$ cat src/rtl/seg_scan_display_if.sv
// seg_scan_display_if: request and display-pin bundle
// for the multiplexed 7-segment controller.
interface seg_scan_display_if #(
  parameter int NUM_DIGITS = 4,
  parameter int DATA_W     = 16
) ();
  logic                  load;
  logic [DATA_W-1:0]     value;
  logic [1:0]            mode;
  logic [1:0]            status;
  logic                  blink;
  logic                  busy;
  logic                  ovf;
  logic [6:0]            seg;
  logic [NUM_DIGITS-1:0] an;

  modport master (
    output load, value, mode, status, blink,
    input  busy, ovf, seg, an
  );

  modport slave (
    input  load, value, mode, status, blink,
    output busy, ovf, seg, an
  );
endinterface

$ cat src/rtl/seg_scan_display.sv
// seg_scan_display: decimal/hex/status renderer with
// double-dabble conversion, digit scan and blink.
module seg_scan_display #(
  parameter int NUM_DIGITS  = 4,
  parameter int DATA_W      = 16,
  parameter int REFRESH_DIV = 50000,
  parameter int BLINK_DIV   = 25000000
) (
  input  logic clk,
  input  logic rst,
  seg_scan_display_if.slave io
);

  localparam int BCD_D = (DATA_W * 3) / 10 + 2;
  localparam int BCD_W = BCD_D * 4;
  localparam int PAD_W = (4 * NUM_DIGITS > DATA_W)
                       ? 4 * NUM_DIGITS : DATA_W;
  localparam int IW = (NUM_DIGITS > 1)
                    ? $clog2(NUM_DIGITS) : 1;
  localparam int RW = $clog2(REFRESH_DIV);
  localparam int BW = $clog2(BLINK_DIV);
  localparam int CW = $clog2(DATA_W + 1);

  localparam logic [6:0] G_BLANK = 7'h7F;
  localparam logic [6:0] G_DASH  = 7'h3F;
  localparam logic [6:0] G_O     = 7'h40;
  localparam logic [6:0] G_C     = 7'h46;
  localparam logic [6:0] G_E     = 7'h06;
  localparam logic [6:0] G_L     = 7'h47;
  localparam logic [6:0] G_LO    = 7'h23;
  localparam logic [6:0] G_P     = 7'h0C;
  localparam logic [6:0] G_N     = 7'h2B;
  localparam logic [6:0] G_R     = 7'h2F;
  localparam logic [6:0] G_H     = 7'h09;

  typedef enum logic {IDLE, CONV} state_t;

  function automatic logic [6:0] glyph(
    input logic [3:0] d
  );
    logic [6:0] g;
    case (d)
      4'h0: g = 7'h40;
      4'h1: g = 7'h79;
      4'h2: g = 7'h24;
      4'h3: g = 7'h30;
      4'h4: g = 7'h19;
      4'h5: g = 7'h12;
      4'h6: g = 7'h02;
      4'h7: g = 7'h78;
      4'h8: g = 7'h00;
      4'h9: g = 7'h10;
      4'hA: g = 7'h08;
      4'hB: g = 7'h03;
      4'hC: g = 7'h46;
      4'hD: g = 7'h21;
      4'hE: g = 7'h06;
      default: g = 7'h0E;
    endcase
    return g;
  endfunction

  state_t            state_q, state_d;
  logic [CW-1:0]     cnt_q;
  logic [DATA_W-1:0] bin_q;
  logic [BCD_W-1:0]  bcd_q, bcd_d;
  logic [6:0]        buf_q  [NUM_DIGITS];
  logic [6:0]        wr_buf [NUM_DIGITS];
  logic              wr_en, wr_ovf, ovf_q;
  logic [RW-1:0]     rcnt_q;
  logic [IW-1:0]     idx_q;
  logic [BW-1:0]     bcnt_q;
  logic              phase_off_q;
  logic [6:0]        seg_q;
  logic [NUM_DIGITS-1:0] an_q;
  logic              accept, last;

  assign accept = io.load && (state_q == IDLE);
  assign last   = (state_q == CONV)
               && (cnt_q == CW'(DATA_W - 1));

  // FSM state register
  always_ff @(posedge clk) begin
    if (rst) state_q <= IDLE;
    else     state_q <= state_d;
  end

  // FSM next state: one CONV cycle per input bit
  always_comb begin
    state_d = state_q;
    unique case (state_q)
      IDLE: if (accept && io.mode == 2'b00)
              state_d = CONV;
      CONV: if (last) state_d = IDLE;
      default: state_d = IDLE;
    endcase
  end

  // one double-dabble step: add-3 then shift in next bit
  always_comb begin : dabble
    logic [BCD_W-1:0] adj;
    logic [3:0]       d;
    adj = '0;
    d   = '0;
    for (int j = 0; j < BCD_D; j++) begin
      d = bcd_q[4*j +: 4];
      adj[4*j +: 4] = (d >= 4'd5) ? d + 4'd3 : d;
    end
    bcd_d = BCD_W'({adj, bin_q[DATA_W-1]});
  end

  // conversion datapath
  always_ff @(posedge clk) begin
    if (rst) begin
      cnt_q <= '0;
      bin_q <= '0;
      bcd_q <= '0;
    end else if (accept) begin
      cnt_q <= '0;
      bin_q <= io.value;
      bcd_q <= '0;
    end else if (state_q == CONV) begin
      cnt_q <= cnt_q + 1'b1;
      bin_q <= bin_q << 1;
      bcd_q <= bcd_d;
    end
  end

  // build the next buffer image for any update source
  always_comb begin : render
    logic [PAD_W-1:0] pad;
    logic [6:0]       txt [4];
    logic             nz;
    logic [3:0]       d;
    wr_en  = 1'b0;
    wr_ovf = 1'b0;
    pad    = PAD_W'(io.value);
    nz     = 1'b0;
    d      = '0;
    for (int i = 0; i < 4; i++) txt[i] = G_BLANK;
    for (int i = 0; i < NUM_DIGITS; i++)
      wr_buf[i] = G_BLANK;
    if (last) begin
      wr_en = 1'b1;
      for (int j = NUM_DIGITS; j < BCD_D; j++)
        if (bcd_d[4*j +: 4] != 4'd0) wr_ovf = 1'b1;
      for (int i = NUM_DIGITS - 1; i >= 0; i--) begin
        d = 4'd0;
        if (i < BCD_D) d = bcd_d[(4*i) % BCD_W +: 4];
        nz = nz || (d != 4'd0);
        wr_buf[i] = (nz || i == 0) ? glyph(d) : G_BLANK;
      end
      if (wr_ovf)
        for (int i = 0; i < NUM_DIGITS; i++)
          wr_buf[i] = G_DASH;
    end else if (accept) begin
      unique case (io.mode)
        2'b00: wr_en = 1'b0;
        2'b01: begin
          wr_en  = 1'b1;
          wr_ovf = |(pad >> (4 * NUM_DIGITS));
          for (int i = 0; i < NUM_DIGITS; i++)
            wr_buf[i] = glyph(pad[4*i +: 4]);
        end
        2'b10: begin
          wr_en = 1'b1;
          unique case (io.status)
            2'b00: begin
              txt[2] = G_L;
              txt[1] = G_LO;
              txt[0] = G_C;
            end
            2'b01: begin
              txt[3] = G_O;
              txt[2] = G_P;
              txt[1] = G_E;
              txt[0] = G_N;
            end
            2'b10: begin
              txt[2] = G_E;
              txt[1] = G_H;
              txt[0] = G_P;
            end
            2'b11: begin
              txt[3] = G_E;
              txt[2] = G_R;
              txt[1] = G_R;
              txt[0] = glyph({2'b00, io.value[1:0]});
            end
          endcase
          for (int i = 0; i < NUM_DIGITS; i++)
            if (i < 4) wr_buf[i] = txt[i % 4];
        end
        2'b11: wr_en = 1'b1;
      endcase
    end
  end

  // display buffer and overflow flag
  always_ff @(posedge clk) begin
    if (rst) begin
      for (int i = 0; i < NUM_DIGITS; i++)
        buf_q[i] <= G_BLANK;
      ovf_q <= 1'b0;
    end else if (wr_en) begin
      buf_q <= wr_buf;
      ovf_q <= wr_ovf;
    end
  end

  // refresh divider and scan index
  always_ff @(posedge clk) begin
    if (rst) begin
      rcnt_q <= '0;
      idx_q  <= '0;
    end else if (rcnt_q == RW'(REFRESH_DIV - 1)) begin
      rcnt_q <= '0;
      idx_q  <= (idx_q == IW'(NUM_DIGITS - 1))
              ? '0 : idx_q + 1'b1;
    end else begin
      rcnt_q <= rcnt_q + 1'b1;
    end
  end

  // free-running blink phase
  always_ff @(posedge clk) begin
    if (rst) begin
      bcnt_q      <= '0;
      phase_off_q <= 1'b0;
    end else if (bcnt_q == BW'(BLINK_DIV - 1)) begin
      bcnt_q      <= '0;
      phase_off_q <= ~phase_off_q;
    end else begin
      bcnt_q <= bcnt_q + 1'b1;
    end
  end

  // registered pin drive, seg and an aligned
  always_ff @(posedge clk) begin
    if (rst) begin
      seg_q <= G_BLANK;
      an_q  <= '1;
    end else begin
      seg_q <= buf_q[idx_q];
      an_q  <= (io.blink && phase_off_q) ? '1
             : ~(NUM_DIGITS'(1) << idx_q);
    end
  end

  assign io.busy = (state_q == CONV);
  assign io.ovf  = ovf_q;
  assign io.seg  = seg_q;
  assign io.an   = an_q;

endmodule

$ cat src/flat_wrapper.sv
// flat-port wrapper written by rule: the top's interface ports become plain ports
module seg_scan_display_flat 
#(
  parameter int NUM_DIGITS  = 4,
  parameter int DATA_W      = 16,
  parameter int REFRESH_DIV = 50000,
  parameter int BLINK_DIV   = 25000000
)
  (clk, rst, io_load, io_value, io_mode, io_status, io_blink, io_busy, io_ovf, io_seg, io_an);
  seg_scan_display_if #(.NUM_DIGITS(NUM_DIGITS), .DATA_W(DATA_W)) io_i ();
  input  logic clk;
  input  logic rst;
  input wire logic [$bits(io_i.load)-1:0] io_load;
  input wire logic [$bits(io_i.value)-1:0] io_value;
  input wire logic [$bits(io_i.mode)-1:0] io_mode;
  input wire logic [$bits(io_i.status)-1:0] io_status;
  input wire logic [$bits(io_i.blink)-1:0] io_blink;
  output wire logic [$bits(io_i.busy)-1:0] io_busy;
  output wire logic [$bits(io_i.ovf)-1:0] io_ovf;
  output wire logic [$bits(io_i.seg)-1:0] io_seg;
  output wire logic [$bits(io_i.an)-1:0] io_an;
  assign io_i.load = io_load;
  assign io_i.value = io_value;
  assign io_i.mode = io_mode;
  assign io_i.status = io_status;
  assign io_i.blink = io_blink;
  assign io_busy = io_i.busy;
  assign io_ovf = io_i.ovf;
  assign io_seg = io_i.seg;
  assign io_an = io_i.an;
  seg_scan_display #(.NUM_DIGITS(NUM_DIGITS), .DATA_W(DATA_W), .REFRESH_DIV(REFRESH_DIV), .BLINK_DIV(BLINK_DIV)) u_core (.clk(clk), .rst(rst), .io(io_i));
endmodule
$ cat config.mk
export PLATFORM = sky130hd
export DESIGN_NAME = seg_scan_display_flat
export DESIGN_NICKNAME = d
export VERILOG_FILES = /design/src/rtl/seg_scan_display_if.sv /design/src/rtl/seg_scan_display.sv /design/src/flat_wrapper.sv
export SDC_FILE = /design/constraint.sdc
export NUM_CORES = 1
export LEC_CHECK = 0
export CAP_MARGIN = 5
export CORE_ASPECT_RATIO = 1.2
export CORE_UTILIZATION = 60
export DETAILED_ROUTE_END_ITERATION = 10
export PLACE_DENSITY_LB_ADDON = 0.1
export SLEW_MARGIN = 25
export SYNTH_ARGS = -nofsm -noshare
export SYNTH_HDL_FRONTEND = slang
export SYNTH_SLANG_ARGS = --single-unit
$ cat constraint.sdc
create_clock -name clk -period 8.65 [get_ports clk]
set_input_delay 1.73 -clock clk [delete_from_list [all_inputs] [get_ports clk]]
set_output_delay 1.73 -clock clk [all_outputs]
set_load 0.05 [all_outputs]
# After elaboration in Yosys (flattened, before gate mapping)
# Memory sizes are Yosys's and may differ from the RTL's.
# Index checks and enable logic that the tools add are counted.
word_totals:
  memories: 8
  romBits: 896
  elab_cells: 114
  ff_bits: 130
op_classes:
  reduce_logical: 20
  mux: 36
  n_eq_ne: 13
  order_cmp: 7
  n_bitwise: 4
  addsub: 10
  shift: 1
memory_table:
  columns: ["name", "words", "width", "rd", "rd_ports_with_merged_regs", "write_ports", "line_no", "rtl"]
  rows:
  - ["(no name shown)", 16, 7, 1, 0, 0, "seg_scan_display.sv:42", "case (d)"]
  - ["(no name shown)", 16, 7, 1, 0, 0, "seg_scan_display.sv:42", null]
  - ["(no name shown)", 16, 7, 1, 0, 0, "seg_scan_display.sv:42", null]
  - ["(no name shown)", 16, 7, 1, 0, 0, "seg_scan_display.sv:42", null]
  - ["(no name shown)", 16, 7, 1, 0, 0, "seg_scan_display.sv:42", null]
  - ["(no name shown)", 16, 7, 1, 0, 0, "seg_scan_display.sv:42", null]
  - ["2 more memories", null, null, null, null, null, null, null]
op_table:
  columns: ["op", "n"]
  rows:
  - ["2-to-1 mux 28 bit", 3]
  - ["case mux 21 bit (4 select lines)", 1]
  - ["case mux 28 bit (2 select lines)", 1]
  - ["2-to-1 mux 4 bit", 9]
  - ["2-to-1 mux 7 bit", 5]
  - ["2-to-1 mux 16 bit", 2]
  - ["case mux 7 bit (4 select lines)", 1]
  - ["adder 25 x 1 -> 25 bit, second input constant", 1]
  - ["equality test 25 bit, second input constant", 1]
  - [">= comparator 4 x 3 -> 1 bit, second input constant", 6]
  - ["adder 4 x 2 -> 4 bit, second input constant", 5]
  - ["nonzero test 4 bit", 5]
  - ["adder 16 x 1 -> 16 bit, second input constant", 1]
  - ["equality test 16 bit, second input constant", 1]
  - ["binary-select mux 7 bit (select 2 bit)", 1]
  - ["equality test 2 bit, second input constant", 7]
  - ["case mux 7 bit (2 select lines)", 1]
  - ["2-to-1 mux 1 bit", 8]
  - ["OR reduction 2 bit", 4]
  - ["equality test 2 x 1 -> 1 bit, second input constant", 3]
  - ["logical NOT 2 bit", 3]
  - ["adder 5 x 1 -> 5 bit, second input constant", 1]
  - ["equality test 5 x 4 -> 1 bit, second input constant", 1]
  - ["logical AND 1 bit", 4]
  - ["13 further kinds", 16]

# Longest topological paths before layout
# Gate-level depths: netlist of the first run.
depth:
  depth_word: 9
  ltp_mapped: 13

# Worst setup path before layout of the first run
# No wires, ideal clock.
synth_timing:
  kind: "input to register"
  startpoint: "input io_load"
  endpoint: "register u_core.buf_q[4] (netlist bit)"
  stages: 8
  arrival_ns: 3.246
  required_time_ns: 8.530
  setup_time_ns: 0.120
  slack_ns: 5.284
  cell_sequence: "clkbuf_1 nor2b_1 and2_1 clkbuf_1 o21ai_0 a21oi_1 a311oi_1 a211o_1"
synth_via:
  elab_chain_len: 3
synth_lines:
  columns: ["item", "line_no", "rtl"]
  rows:
  - ["start: declaration", "flat_wrapper.sv:13", "input wire logic [$bits(io_i.load)-1:0] io_load;"]
  - ["logical AND 1 bit *", "seg_scan_display.sv:78", "assign accept = io.load && (state_q == IDLE);"]
  - ["2-to-1 mux 28 bit or 2-to-1 mux 1 bit (tied branches)", "seg_scan_display.sv:156", "end else if (accept) begin"]
  - ["2-to-1 mux 28 bit or 2-to-1 mux 1 bit (tied branches)", "seg_scan_display.sv:143", "if (last) begin"]
  - ["end signal: assignment", "seg_scan_display.sv:206", "buf_q <= wr_buf;"]
  - ["end: declaration", "seg_scan_display.sv:67", "logic [6:0] buf_q [NUM_DIGITS];"]
# Every way passes the cells marked *; elsewhere a longest branch is shown, timed or not.
# A chain may end at the register's enable or synchronous reset.

# Worst setup path after layout of the first run
layout_timing:
  startpoint: "register u_core.state_q, in the netlist u_core.io.busy"
  endpoint: "output io_busy"
layout_lines:
  columns: ["item", "line_no", "rtl"]
  rows:
  - ["start: declaration", "seg_scan_display.sv:63", "state_t state_q, state_d;"]
  - ["start signal: assignment", "seg_scan_display.sv:85", "else state_q <= state_d;"]
  - ["end: declaration", "flat_wrapper.sv:18", "output wire logic [$bits(io_i.busy)-1:0] io_busy;"]
# No word-level cell between the ends.

==> results of run 1 <==
worst register-to-register path, delay by kind of cell, from the launching register on:
| kind | cells | cell delay [ns] |
|---|---|---|
| AND/OR/NAND/NOR | 3 | 1.60 |
| AO/OA/AOI/OAI | 2 | 0.74 |
| flip-flops | 1 | 0.61 |
| buffers and inverters | 1 | 0.61 |
worst min-delay path by stage:
stage                           from               end  slack (ns)  cells past startpoint
floorplan           u_core.rcnt_q[0]  u_core.rcnt_q[0]        0.43                      1
global placement    u_core.buf_q[19]  u_core.buf_q[19]        0.44                      1
detailed placement  u_core.rcnt_q[0]  u_core.rcnt_q[0]        0.45                      1
CTS                 u_core.rcnt_q[0]  u_core.rcnt_q[0]        0.47                      1
global route        u_core.buf_q[18]  u_core.buf_q[18]        0.48                      1
finish              u_core.buf_q[24]  u_core.buf_q[24]        0.46                      2
kinds of logic after synthesis:
logic type | synth area share, %
AO/OA/AOI/OAI | 19.4
XOR/XNOR | 4.74
AND/OR/NAND/NOR | 18.9
multiplexers | 9.57
buffers and inverters | 5.27
flip-flops | 30.6
adder cells (fa/ha/maj) | 11.5
flip-flops by register name, summed over array words and instances (netlist names):
name	cells
u_core.buf_q	28
u_core.bcnt_q	25
u_core.bcd_q	24
u_core.bin_q	16
u_core.rcnt_q	16
u_core.io.seg	7
u_core.cnt_q	5
u_core.io.an	4
u_core.idx_q	2
u_core.io.busy	1
u_core.io.ovf	1
u_core.phase_off_q	1
layer usage:
metal / GRT usage [%] / vias up / wire length [um]
met3: 5.01 / 31 / 703
li1: - / 3623 / -
met5: 0 / - / 0
met1: 33.9 / 3301 / 8880
met4: 8.67 / 0 / 329
met2: 44.4 / 124 / 8920
cell usage after synthesis (all sizes together), types with 21 or more instances:
cell type / number
o21ai: 48
nand3: 27
mux2i: 52
xor2: 25
inv: 52
xnor2: 21
clkbuf: 48
a21oi: 97
dfxtp: 130
nand2: 61
nor2: 142
nand2b: 26
ha: 78
cell type report:
cell class / count / area [um^2]
timing repair buffer: 41 / 393
inverter: 52 / 195
clock inverter: 13 / 138
clock buffer: 17 / 425
fill: 1174 / 4390
sequential: 130 / 2600
tap: 171 / 214
multi-input combinational: 785 / 5460
power breakdown:
group,internal (mW),switching [mW]
combinational,0.0785,0.117
sequential,0.620,0.0163
clock,0.420,0.278
total,1.12,0.412
cells in the final DEF (no fill, tap or decap), drive strengths merged, types with 4 or more instances in the layout:
cell and instances:
nor3b 10, a21oi 97, buf 6, clkinv 5, o21a 4, nand2b 26
nor3 18, nand3 27, a221oi 8, a221o 6, dfxtp 130, a22o 4
mux2 4, and4 5, ha 78, xor2 25, a211oi 19, a31oi 12
nor2b 11, nand4 9, o31ai 12, a211o 11, mux2i 52, o21ai 48
nand2 61, xnor2 21, nor2 142, clkdlybuf4s50 35, a22oi 4, inv 55
or2 8, o211ai 4, clkbuf 17, mux4 11, and3 11
==> flow_summary.json, run 1 <==
{
  "cts_root_buf": "clkbuf_16",
  "final_area_um2": 9430,
  "syn_nets": 1129,
  "syn2layout_area_growth_pct": 10.9,
  "antenna_found_initial": 0,
  "postSynth.asyncResetShare_pct": 0,
  "synth_area_leaders": "dfxtp_1 31%, ha_1 11%, nor2_1 6.2%",
  "numPortBuffers": 36,
  "dr.pass1.iters": 5,
  "grt_pass1_wl_um": 31600,
  "fin_crit_sh_pct": 42.4,
  "post_drt_via_cell_ratio": 5.86,
  "ys_types": 65,
  "synth.avg_cell_area_um2": 8.27,
  "cp-endpoint": "io_busy",
  "finalPower_mw": 1.53,
  "drc": 0,
  "synthCells": 1027,
  "ir_drop_mv": 0.154,
  "synth_area_um2": 8500,
  "cts_tree": "built",
  "core_um2": 13800,
  "ys_seq_area_share_pct": 30.6,
  "worstPathMaxFanout": 27,
  "crit_arrival_ns": 1.94,
  "clockBufferDepth": 2,
  "synth_ff_type": "dfxtp_1",
  "path_depth": 1,
  "postPlaceCellArea_um2": 8860,
  "drv_slew": 0,
  "reg2reg_slack_ns": 4.99,
  "synth_edf_count": 0,
  "ff2ff_path_depth": 6,
  "cts_resized": 0,
  "post-route-util_pct": 68.2,
  "cts_inserted_buffers": 17,
  "p_per_area_nw_per_um2": 162,
  "slew_headroom_pct": 34.4,
  "numPlacedInstances": 1179,
  "post_cts_buffers": 0,
  "fin_tns_setup_ns": 0,
  "crit_chain": "clkdlybuf4s50_1",
  "track_usage_pct": 26.4,
  "ios": 37,
  "crit_slowest_cell": "clkdlybuf4s50_1",
  "cpPeakStageDelay_ns": 0.90,
  "routed_wl_um": 18800,
  "fp.dieW_um": 111,
  "clkTransAtPathRegs_ns": 0.06,
  "crit_required_ns": 6.92,
  "num_rows": 47,
  "wl_per_cell_um": 15.6,
  "rsz0062_at_grt": "false",
  "yosysTopAreaCellShare_pct": 30.6,
  "place_ws_ns": 4.62,
  "crit_path_end_kind": "output pin",
  "dp_hpwl_um": 13300,
  "worst_pin_slew_ns": 0.984,
  "final_cells": 1209,
  "crit_start": "u_core.io.busy",
  "clock_latency_ns": 0.43,
  "gp_congestion": 0.864,
  "n_antenna_cell": 0,
  "fin_hold_ws_ns": 0.461,
  "drt_iter0_drc": 445,
  "hold_path.class": "reg2reg",
  "fin_worst_skew_ns": 0.00707,
  "leakagePower_nw": 3.76,
  "htreeDepth": 4,
  "crit_path_start_kind": "register",
  "start_util_pct": 61.5,
  "first_global_vias": 6617,
  "yosysWarnings": 0,
  "ctsHoldBuffers": 0,
  "dieArea_um2": 14600,
  "grt.overflow.total": 0,
  "setup_slack_ns": 4.98,
  "grt_max_degree": 62,
  "drive_gt1_share_pct": 6.65,
  "hold_viol_final": 0,
  "finalWorstPathRequiredPeriod_ns": 3.67,
  "postRouteAntennaNets": 0,
  "cts_sinks": 130,
  "cap_violations": 0,
  "crit_buf_inv": 1,
  "synth.largest_area_cell": "dfxtp_1",
  "synth-seq-cells": 130,
  "path_delay_family": "buffers and inverters",
  "fmax_ghz": 0.272,
  "num_vias": 7079,
  "crit_type": "reg2out",
  "reg2reg_to": "u_core.buf_q[21]",
  "finalNetCount": 1129,
  "finalSetupViolCount": 0,
  "r2r_start": "u_core.io.busy",
  "status": "finished clean",
  "die_h_um": 132
}
(Power assumes the default switching activity.)
==> run 2, diff against run 1 <==
--- a/config.mk
+++ b/config.mk
@@ -7,7 +7,7 @@
 export LEC_CHECK = 0
 export CAP_MARGIN = 5
 export CORE_ASPECT_RATIO = 1.2
-export CORE_UTILIZATION = 60
+export CORE_UTILIZATION = 56
 export DETAILED_ROUTE_END_ITERATION = 10
 export PLACE_DENSITY_LB_ADDON = 0.1
 export SLEW_MARGIN = 25
==> constraint.sdc (replaced) <==
create_clock -name clk -period 3.06 [get_ports clk]
set_input_delay 0.612 -clock clk [delete_from_list [all_inputs] [get_ports clk]]
set_output_delay 0.612 -clock clk [all_outputs]
set_load 0.05 [all_outputs]
==> flow_summary.json, run 2 (synthesized netlist as in run 1, its figures left out) <==
{
  "status": "finished clean",
  "dr.pass1.iters": 5,
  "cts_root_buf": "clkbuf_16",
  "place_ws_ns": 0.175,
  "core_um2": 14600,
  "finalWorstPathRequiredPeriod_ns": 2.82,
  "fp.dieW_um": 114,
  "largest_register_ffs": 28,
  "cts_sinks": 130,
  "hold_path.class": "reg2reg",
  "finalSetupViolCount": 0,
  "rsz0062_at_grt": "false",
  "leakagePower_nw": 3.89,
  "drt_iter0_drc": 392,
  "ir_drop_mv": 0.397,
  "clockBufferDepth": 2,
  "path_common_cell": "a221o_1",
  "cts_tree": "built",
  "p_per_area_nw_per_um2": 459,
  "dieArea_um2": 15700,
  "post-route-util_pct": 66.2,
  "clock_latency_ns": 0.43,
  "final_cells": 1261,
  "max_flop_register": "u_core.buf_q",
  "worst_pin_slew_ns": 1.01,
  "htreeDepth": 4,
  "first_global_vias": 6624,
  "fillCellCount": 1259,
  "dp_hpwl_um": 13700,
  "crit_type": "reg2reg",
  "fmax_ghz": 0.355,
  "cts_inserted_buffers": 17,
  "track_usage_pct": 25.6,
  "finalNetCount": 1150,
  "setup_slack_ns": 0.239,
  "start_util_pct": 58.2,
  "fin_worst_skew_ns": 0.00821,
  "regArea_um2": 2610,
  "die_h_um": 137,
  "largestRegisters": "u_core.buf_q (28), u_core.bcnt_q (25), u_core.bcd_q (24)",
  "crit_slowest_cell": "or4b_1",
  "hold_viol_final": 0,
  "slew_headroom_pct": 32.6,
  "drive_gt1_share_pct": 8.77,
  "gp_congestion": 0.895,
  "syn2layout_area_growth_pct": 13.7,
  "drv_slew": 0,
  "post_drt_via_cell_ratio": 5.70,
  "crit_path_end_kind": "register",
  "clkTransAtPathRegs_ns": 0.06,
  "grt_pass1_wl_um": 31700,
  "crit_required_ns": 3.37,
  "final_area_um2": 9660,
  "num_rows": 48,
  "num_vias": 7194,
  "antenna_found_initial": 0,
  "cpPeakStageDelay_ns": 0.45,
  "grt.overflow.total": 0,
  "crit_path_start_kind": "register",
  "numPortBuffers": 36,
  "numPlacedInstances": 1229,
  "cap_violations": 0,
  "final_common_cell": "nor2_1",
  "fin_crit_sh_pct": 92.2,
  "grt_max_degree": 53,
  "ios": 37,
  "worstPathMaxFanout": 14,
  "crit_chain": "inv_1 > ha_1 > a22o_1 > a221o_1 > a2111oi_4 > or4b_1 > buf_4 > a31oi_1 > nand4_1 > a221o_1",
  "n_antenna_cell": 0,
  "multiInputGateArea_um2": 5460,
  "wl_per_cell_um": 15.0,
  "drc": 0,
  "postRouteAntennaNets": 0,
  "routed_wl_um": 18900,
  "crit_buf_inv": 2,
  "crit_arrival_ns": 3.13,
  "fin_tns_setup_ns": 0,
  "layout_common_cells": "141 x nor2_1, 128 x dfxtp_1, 95 x a21oi_1, 78 x ha_1, 61 x nand2_1",
  "postPlaceCellArea_um2": 9070,
  "path_delay_family": "compound AO/OA/AOI/OAI gates"
}
run 2: cell types whose count changed in the layout (fill, tap and decap cells not counted):
| cell | delta |
|---|---|
| buf_4 | +20 |
| dfxtp_2 | +1 |
| inv_6 | +3 |
| buf_12 | +1 |
| dfxtp_1 | -1 |
| clkinv_4 | +1 |
| clkinv_2 | -1 |
| inv_8 | +2 |
| clkinvlp_4 | -3 |
run 2: final cells by class:
cell class / count / share of cell area [%]
multi-input combinational: 785 / 56.5
inverter: 52 / 2.02
clock buffer: 17 / 4.40
tap: 200 / 2.59
clock inverter: 15 / 1.74
timing repair buffer: 62 / 5.83
sequential: 130 / 27.0
run 2: through the flow:
stage | hold slack, ns | power (mW)
CTS | 0.460 | 4.47
global route | 0.482 | 4.61
finish | 0.458 | 4.43
global placement | 0.440 | 2.40
floorplan | 0.426 | 2.23
detailed placement | 0.448 | 2.41
run 2: worst reg2reg max path: cells and delay by family (launching register included):
kind	cells	cell delay [ns]
simple gates	2	0.57
buf+inv	2	0.31
compound gates	5	1.18
fa+ha+maj	1	0.25
flops	1	0.39
run 2: repair_timing:
| item | in CTS | in global routing |
|---|---|---|
| endpoints found under the setup margin | 0 | 2 |
| resized for setup | 0 | 1 |
| buffers inserted | 0 | 0 |
| hold buffers | 0 | 0 |
run 2: path summary, 6_finish.rpt:
check | from | end | slack [ns] | depth (start not counted)
worst max-delay path | u_core.bcd_q[20] | u_core.buf_q[21] | 0.24 | 10
worst min-delay path | u_core.bcnt_q[0] | u_core.bcnt_q[0] | 0.46 | 1
worst max register to register | u_core.bcd_q[20] | u_core.buf_q[21] | 0.24 | 10
worst min register to register | u_core.bcnt_q[0] | u_core.bcnt_q[0] | 0.46 | 1
run 2: routing by layer:
metal / up-vias / share of wire, % / wire length, um / track usage [%]
li1: 3665 / - / - / -
met1: 3327 / 46 / 8770 / 32.9
met2: 162 / 47 / 8830 / 42.3
met3: 40 / 4.1 / 775 / 4.16
met4: 0 / 2.8 / 526 / 11.5
met5: - / 0 / 0 / 0
run 2: power breakdown:
| group | internal (mW) | total [mW] | switching, mW | leakage [nW] |
|---|---|---|---|---|
| clock network | 1.22 | 2.06 | 0.835 | 0.297 |
| registers | 1.75 | 1.80 | 0.0481 | 1.06 |
| logic | 0.239 | 0.577 | 0.337 | 2.53 |
| total | 3.21 | 4.43 | 1.22 | 3.89 |
==> run 3, diff against run 2 <==
--- a/config.mk
+++ b/config.mk
@@ -7,6 +7,7 @@
 export LEC_CHECK = 0
 export CAP_MARGIN = 5
 export CORE_ASPECT_RATIO = 1.2
+export CORE_MARGIN = 5
 export CORE_UTILIZATION = 56
 export DETAILED_ROUTE_END_ITERATION = 10
 export PLACE_DENSITY_LB_ADDON = 0.1
==> flow_summary.json, run 3 (synthesized netlist as in run 1, its figures left out) <==
{
  "fin_tns_setup_ns": 0,
  "largest_register_ffs": 28,
  "finalWorstPathRequiredPeriod_ns": 2.83,
  "layout_common_cells": "141 x nor2_1, 129 x dfxtp_1, 95 x a21oi_1, 78 x ha_1, 61 x nand2_1",
  "max_flop_register": "u_core.buf_q",
  "crit_arrival_ns": 3.14,
  "cap_violations": 0,
  "wl_per_cell_um": 15.4,
  "drv_slew": 0,
  "syn2layout_area_growth_pct": 14.1,
  "reg2reg_slack_ns": 0.23,
  "p_per_area_nw_per_um2": 451,
  "ctsHoldBuffers": 0,
  "r2r_start": "u_core.bcd_q[16]",
  "crit_chain": "buf_4 > ha_1 > nand2b_1 > a211o_1 > a2111oi_4 > or4b_1 > buf_4 > a31oi_1 > nand4_1 > a221o_1",
  "first_global_vias": 6618,
  "core_um2": 15000,
  "path_common_cell": "buf_4",
  "gp_congestion": 0.873,
  "die_h_um": 145,
  "crit_required_ns": 3.37,
  "cts_resized": 0,
  "start_util_pct": 56.8,
  "rsz0062_at_grt": "false",
  "num_rows": 49,
  "fin_worst_skew_ns": 0.00847,
  "clock_latency_ns": 0.43,
  "crit_path_end_kind": "register",
  "clockBufferDepth": 2,
  "worst_pin_slew_ns": 0.664,
  "leakagePower_nw": 3.91,
  "cts_sinks": 130,
  "finalPower_mw": 4.37,
  "cts_inserted_buffers": 17,
  "cpPeakStageDelay_ns": 0.46,
  "grt_max_degree": 56,
  "final_cells": 1271,
  "num_vias": 7217,
  "hold_viol_final": 0,
  "cts_root_buf": "clkbuf_16",
  "clkTransAtPathRegs_ns": 0.06,
  "dp_hpwl_um": 14200,
  "ir_drop_mv": 0.370,
  "holdCritStartpoint": "u_core.rcnt_q[0]",
  "dieArea_um2": 17700,
  "antenna_found_initial": 0,
  "postRouteAntennaNets": 0,
  "finalNetCount": 1156,
  "n_antenna_cell": 0,
  "largestRegisters": "u_core.buf_q (28), u_core.bcnt_q (25), u_core.bcd_q (24)",
  "crit_path_start_kind": "register",
  "hold_depth": 1,
  "final_common_cell": "nor2_1",
  "reg2reg_to": "u_core.buf_q[21]",
  "crit_type": "reg2reg",
  "status": "finished clean",
  "path_depth": 10,
  "drc": 0,
  "post_cts_buffers": 0,
  "fin_crit_sh_pct": 92.4,
  "dr.pass1.iters": 5,
  "numPortBuffers": 36,
  "ff2ff_path_depth": 10,
  "post_drt_via_cell_ratio": 5.68,
  "fp.dieW_um": 122,
  "hold_path.class": "reg2reg",
  "cts_tree": "built",
  "grt.overflow.total": 0,
  "path_delay_family": "compound AO/OA/AOI/OAI gates",
  "fmax_ghz": 0.354,
  "track_usage_pct": 22.5,
  "numPlacedInstances": 1239,
  "ios": 37,
  "worstPathMaxFanout": 14,
  "routed_wl_um": 19600,
  "slew_headroom_pct": 55.2,
  "htreeDepth": 4,
  "post-route-util_pct": 64.8,
  "drt_iter0_drc": 415,
  "fin_hold_ws_ns": 0.457,
  "crit_slowest_cell": "or4b_1",
  "fillCellCount": 1333,
  "finalSetupViolCount": 0,
  "grt_pass1_wl_um": 32800,
  "crit_buf_inv": 2,
  "drive_gt1_share_pct": 9.18,
  "whs_endpoint": "u_core.rcnt_q[0]"
}
==> run 3: cell types whose count changed in the layout (fill, tap and decap cells not counted) <==
cell       before  now
dfxtp_1       128  129
inv_8           2    3
clkinv_4        2    3
dfxtp_2         2    1
bufinv_16       2    1
inv_6           6    5
buf_4          25   31
==> run 3: area by class of cell <==
class	instances	area [um^2]	share of cell area (%)
Timing Repair Buffer	68	608	6.27
Sequential cell	130	2600	26.9
Clock buffer	17	425	4.39
Inverter	52	195	2.01
Clock inverter	15	149	1.54
Multi-Input combinational cell	785	5460	56.3
Tap cell	204	255	2.63
==> run 3: through the flow <==
| stage | instance area (um^2) | setup WS [ns] |
|---|---|---|
| floorplan | 8500 | 0.333 |
| global placement | 9120 | 0.265 |
| detailed placement | 9120 | 0.236 |
| CTS | 9690 | 0.221 |
| global route | 9690 | 0.0255 |
| finish | 9690 | 0.232 |
==> run 3: report_power, final <==
| group | leakage [nW] | total (mW) | internal (mW) | switching [mW] |
|---|---|---|---|---|
| registers | 1.06 | 1.80 | 1.75 | 0.0477 |
| clock network | 0.289 | 1.99 | 1.14 | 0.842 |
| logic | 2.56 | 0.584 | 0.243 | 0.342 |
==> run 3: how the worst max path moves through the flow <==
stage	startpoint	end	slack (ns)
CTS	u_core.bcd_q[16]	u_core.buf_q[21]	0.22
detailed placement	u_core.bcd_q[16]	u_core.buf_q[21]	0.24
finish	u_core.bcd_q[16]	u_core.buf_q[21]	0.23
global placement	u_core.bcd_q[16]	u_core.buf_q[21]	0.26
global route	u_core.bcd_q[20]	u_core.buf_q[7]	0.03
floorplan	u_core.bcd_q[16]	u_core.buf_q[22]	0.33
==> run 3: layer usage <==
layer | GRT usage, % | vias to the layer above | share of wire [%]
li1 | - | 3677 | -
met1 | 30.9 | 3357 | 46
met2 | 36.2 | 157 | 48
met3 | 3.93 | 26 | 4.6
met4 | 6.67 | 0 | 1.5
met5 | 0 | - | 0
==> edit 1: new RTL, settings of run 3 <==
`NUM_DIGITS` is set to 4 in 3 places; all go to 2.
--- a/src/rtl/seg_scan_display_if.sv
+++ b/src/rtl/seg_scan_display_if.sv
@@ -3,3 +3,3 @@
 interface seg_scan_display_if #(
-  parameter int NUM_DIGITS = 4,
+  parameter int NUM_DIGITS = 2,
   parameter int DATA_W     = 16
--- a/src/rtl/seg_scan_display.sv
+++ b/src/rtl/seg_scan_display.sv
@@ -3,3 +3,3 @@
 module seg_scan_display #(
-  parameter int NUM_DIGITS  = 4,
+  parameter int NUM_DIGITS  = 2,
   parameter int DATA_W      = 16,
--- a/src/flat_wrapper.sv
+++ b/src/flat_wrapper.sv
@@ -3,3 +3,3 @@
 #(
-  parameter int NUM_DIGITS  = 4,
+  parameter int NUM_DIGITS  = 2,
   parameter int DATA_W      = 16,
Ports: changed (resized io_an); port bits go from 37 to 35. The function was not compared with the original's and may differ.
==> edit 1 against run 3 <==
Area after synthesis decreased by 22%. Worst hold slack improved by 0.0068 ns. Final area decreased by 21%. Total power decreased by 7.1%. Wire length decreased by 24%. Sequential cell count decreased by 17. Count of clock-buffer cells in the layout increased by 4. Combinational power decreased by 32%. Non-clock buffer count decreased by 28. Worst setup slack improved by 0.086 ns. Maximum frequency increased by 3.1%. Via count decreased by 22%.
==> edit 1: results <==
export IMPL_relSlewSlack_pct=47.1
export IMPL_drive_gt1_share_pct=6.52
export IMPL_place_hpwl_mm=10.7
export IMPL_dpl_worst_slack_ns=0.287
export IMPL_netSwitchingPower_mw=0.939
export IMPL_finClkSkew_ns=0.00733
export IMPL_crit_path_end="u_core.buf_q[8]"
export IMPL_io_buffers=34
export IMPL_grt_max_degree=44
export IMPL_grt_pass1_wl_mm=25.3
export IMPL_gp_congestion=0.920
export IMPL_crit_arrival_ns=3.06
export IMPL_syn_nets=883
export IMPL_peakVddDrop_mv=0.350
export IMPL_routed_wl_mm=14.8
export IMPL_grt_pass1_vias=5515
export IMPL_num_vias=5649
export IMPL_synth_distinct_cells=58
export IMPL_drt_iter0_markers=317
export IMPL_nets=905
export IMPL_status="complete, no violations"
export IMPL_synth_area_leaders="dfxtp_1, ha_1, nor2_1"
export IMPL_finalPower_mw=4.06
export IMPL_synth_commonest_cells="nor2_1, dfxtp_1, nand2_1"
export IMPL_reg2reg_from="u_core.bcd_q[0]"
export IMPL_layoutNonFillerInstCount=1000
export IMPL_p_leak_nw=3.04
edit 1: cell count changes in the layout (fill, tap and decap cells not counted), sizes merged, moves of 16 or more:
cell and change:
inv -28, o21ai -16, buf -26, a21oi -47
dfxtp -17, ha -28
edit 1: how the worst min path moves through the flow:
stage                        to  slack (ns)             start
2_1_floorplan  u_core.rcnt_q[0]        0.43  u_core.rcnt_q[0]
3_3_place_gp   u_core.rcnt_q[0]        0.44  u_core.rcnt_q[0]
6_report       u_core.rcnt_q[0]        0.46  u_core.rcnt_q[0]
5_1_grt        u_core.rcnt_q[0]        0.49  u_core.rcnt_q[0]
4_1_cts        u_core.rcnt_q[0]        0.47  u_core.rcnt_q[0]
3_5_place_dp   u_core.rcnt_q[0]        0.46  u_core.rcnt_q[0]
edit 1: power by group through the flow:
stage | logic, mW | clock network, mW | registers (mW)
6_report | 0.399 | 2.11 | 1.55
2_1_floorplan | 0.267 | 0 | 1.59
5_1_grt | 0.445 | 2.22 | 1.56
4_1_cts | 0.399 | 2.14 | 1.55
3_3_place_gp | 0.387 | 0 | 1.58
3_5_place_dp | 0.395 | 0 | 1.58
edit 1: cell families (layout without fill, tap and decap cells):
family	Yosys count	in the layout	share of synthesized area (%)
AND/OR/NAND/NOR	320	320	22.5
AO/OA/AOI/OAI	164	164	16.7
flip-flops	113	113	34.1
buffers and inverters	69	103	4.15
adder cells (fa/ha/maj)	50	50	9.43
XOR/XNOR	50	50	6.60
multiplexers	43	43	6.52
edit 1: layout make-up:
class / instances / area [µm²] / share of cell area [%]
Multi-Input combinational cell: 627 / 4110 / 53.3
Sequential cell: 113 / 2260 / 29.4
Clock buffer: 21 / 480 / 6.24
Timing Repair Buffer: 40 / 380 / 4.94
Tap cell: 157 / 196 / 2.55
Clock inverter: 10 / 156 / 2.03
Inverter: 32 / 120 / 1.56
edit 1: critical path, stage by stage, from the launching register on:
cell and delay, ns:
dfxtp_1 0.40, inv_1 0.07, ha_1 0.22, nand2b_1 0.10
a21oi_1 0.13, xnor2_1 0.53, inv_1 0.21, ha_1 0.33
nor2_1 0.04, a211oi_1 0.23, a31oi_1 0.10, a311oi_1 0.30
edit 1: routing by layer:
| metal | up-vias | GRT usage, % | share of wire [%] |
|---|---|---|---|
| met1 | 2655 | 26.2 | 43 |
| met4 | 0 | 7.56 | 1.5 |
| met2 | 110 | 38.5 | 51 |
| met3 | 19 | 5.38 | 4.0 |
| met5 | - | 0 | 0 |
| li1 | 2865 | - | - |
==> edit 2: new RTL, config.mk and constraints of run 3 <==
Made on the original files. Reset style: asynchronous (`rst`), changed in 6 clocked blocks.
--- a/src/rtl/seg_scan_display.sv
+++ b/src/rtl/seg_scan_display.sv
@@ -82,3 +82,3 @@
   // FSM state register
-  always_ff @(posedge clk) begin
+  always_ff @(posedge clk or posedge rst) begin
     if (rst) state_q <= IDLE;
@@ -112,3 +112,3 @@
   // conversion datapath
-  always_ff @(posedge clk) begin
+  always_ff @(posedge clk or posedge rst) begin
     if (rst) begin
@@ -199,3 +199,3 @@
   // display buffer and overflow flag
-  always_ff @(posedge clk) begin
+  always_ff @(posedge clk or posedge rst) begin
     if (rst) begin
@@ -211,3 +211,3 @@
   // refresh divider and scan index
-  always_ff @(posedge clk) begin
+  always_ff @(posedge clk or posedge rst) begin
     if (rst) begin
@@ -225,3 +225,3 @@
   // free-running blink phase
-  always_ff @(posedge clk) begin
+  always_ff @(posedge clk or posedge rst) begin
     if (rst) begin
@@ -238,3 +238,3 @@
   // registered pin drive, seg and an aligned
-  always_ff @(posedge clk) begin
+  always_ff @(posedge clk or posedge rst) begin
     if (rst) begin
Behaviour: differs if rst is asserted again (counterexample within 4 cycles, from zero or initial values and one cycle with rst high); with rst held inactive, the same outputs for 10 cycles.
==> edit 2 against run 3 <==
Wire length increased by 10%. Global-route usage increased by 1.5 points. Area after synthesis increased by 4.3%. Worst setup slack got worse by 0.067 ns. Worst hold slack improved by 0.019 ns. Final area increased by 5.3%. Final cell count decreased by 1.4%. Die area increased by 4.0%. Sequential cell count unchanged.
Power is not compared: it rests on default switching activity, and its combinational part moved more than twofold at a synthesized area within 25%.
==> edit 2: results <==
export IMPL_grt_pass1_wl_mm=36.2
export IMPL_fillers=1307
export IMPL_routed_wl_mm=21.5
export IMPL_async_flop_share_pct=100
export IMPL_grt_usage_pct=24.0
export IMPL_hold_path_startpoint="u_core.bin_q[2]"
export IMPL_placed_area_um2=9610
export IMPL_dp_cells=1221
export IMPL_place_hpwl_mm=15.5
export IMPL_relSlewSlack_pct=44.4
export IMPL_synth_ff_type="dfrtp_1"
export IMPL_vias_per_cell=5.94
export IMPL_synth_distinct_cells=69
export IMPL_slowest_stage="or4_4"
export IMPL_peakVddDrop_mv=0.571
export IMPL_drt_wirelength_per_cell_um=17.2
export IMPL_startpoint="u_core.bcd_q[16]"
export IMPL_synth_commonest_cells="nand2_1, dfrtp_1, o21ai_0"
export IMPL_crit_fanout=6
export IMPL_hp_class="flip-flop to flip-flop"
export IMPL_clockRootBuffer="clkbuf_16"
export IMPL_cts_resized=0
export IMPL_synth_cells=990
export IMPL_syn_nets=1085
export IMPL_synth_area_leaders="dfrtp_1, dfstp_2, ha_1"
export IMPL_max_stage_delay_ns=0.54
export IMPL_r2r_slack_ns=0.16
export IMPL_fmax_ghz=0.345
export IMPL_crit_path_end="u_core.buf_q[3]"
export IMPL_drive_gt1_share_pct=13.7
export IMPL_r2r_cells=8
export IMPL_dpl_worst_slack_ns=0.111
export IMPL_drt_iter0_markers=678
export IMPL_crit_arrival_ns=3.25
export IMPL_multiInputGateArea_um2=5230
export IMPL_reg2reg_from="u_core.bcd_q[16]"
export IMPL_yosysTopAreaCellShare_pct=25.7
export IMPL_gp_congestion=0.961
export IMPL_grt_max_degree=55
export IMPL_finClkSkew_ns=0.0106
export IMPL_cpLargestDelayFamily="simple AND/OR/NAND/NOR gates"
export IMPL_dr_pass1_iters=5
export IMPL_grt_pass1_vias=7326
export IMPL_status="complete, no violations"
export IMPL_hold_end="u_core.bin_q[3]"
export IMPL_yosysWarnings=0
export IMPL_htree_num_levels=4
export IMPL_hold_slack_ns=0.477
export IMPL_hold_path_depth=2
export IMPL_yosysSeqAreaShare_pct=37.3
edit 2: cell count changes after synthesis, moves of 12 or more:
| cell | delta |
|---|---|
| a21oi_1 | -30 |
| dfrtp_1 | +91 |
| dfstp_2 | +39 |
| dfxtp_1 | -130 |
| mux2i_1 | -22 |
| nand2_1 | +67 |
| nand2b_1 | -12 |
| nor2_1 | -71 |
| o21ai_0 | +34 |
edit 2: layer usage:
metal	wire, µm	track usage [%]
met3	1100	4.81
met1	9450	31.7
met5	0	0
met4	541	8.24
met2	10500	39.8
edit 2: final cells by class:
type	instances	area share, %
clock buffer	20	4.28
clock inverter	12	1.57
inverter	46	1.73
multi-input combinational	767	51.2
sequential	130	32.3
tap	208	2.55
timing repair buffer	70	6.35
edit 2: cells by family after synthesis:
kind of cell	after synthesis	synth area share, %
simple gates	335	18.0
compound gates	270	19.2
flops	130	37.3
buf+inv	93	3.95
fa+ha+maj	71	10.0
mux	50	7.46
xor+xnor	41	4.05
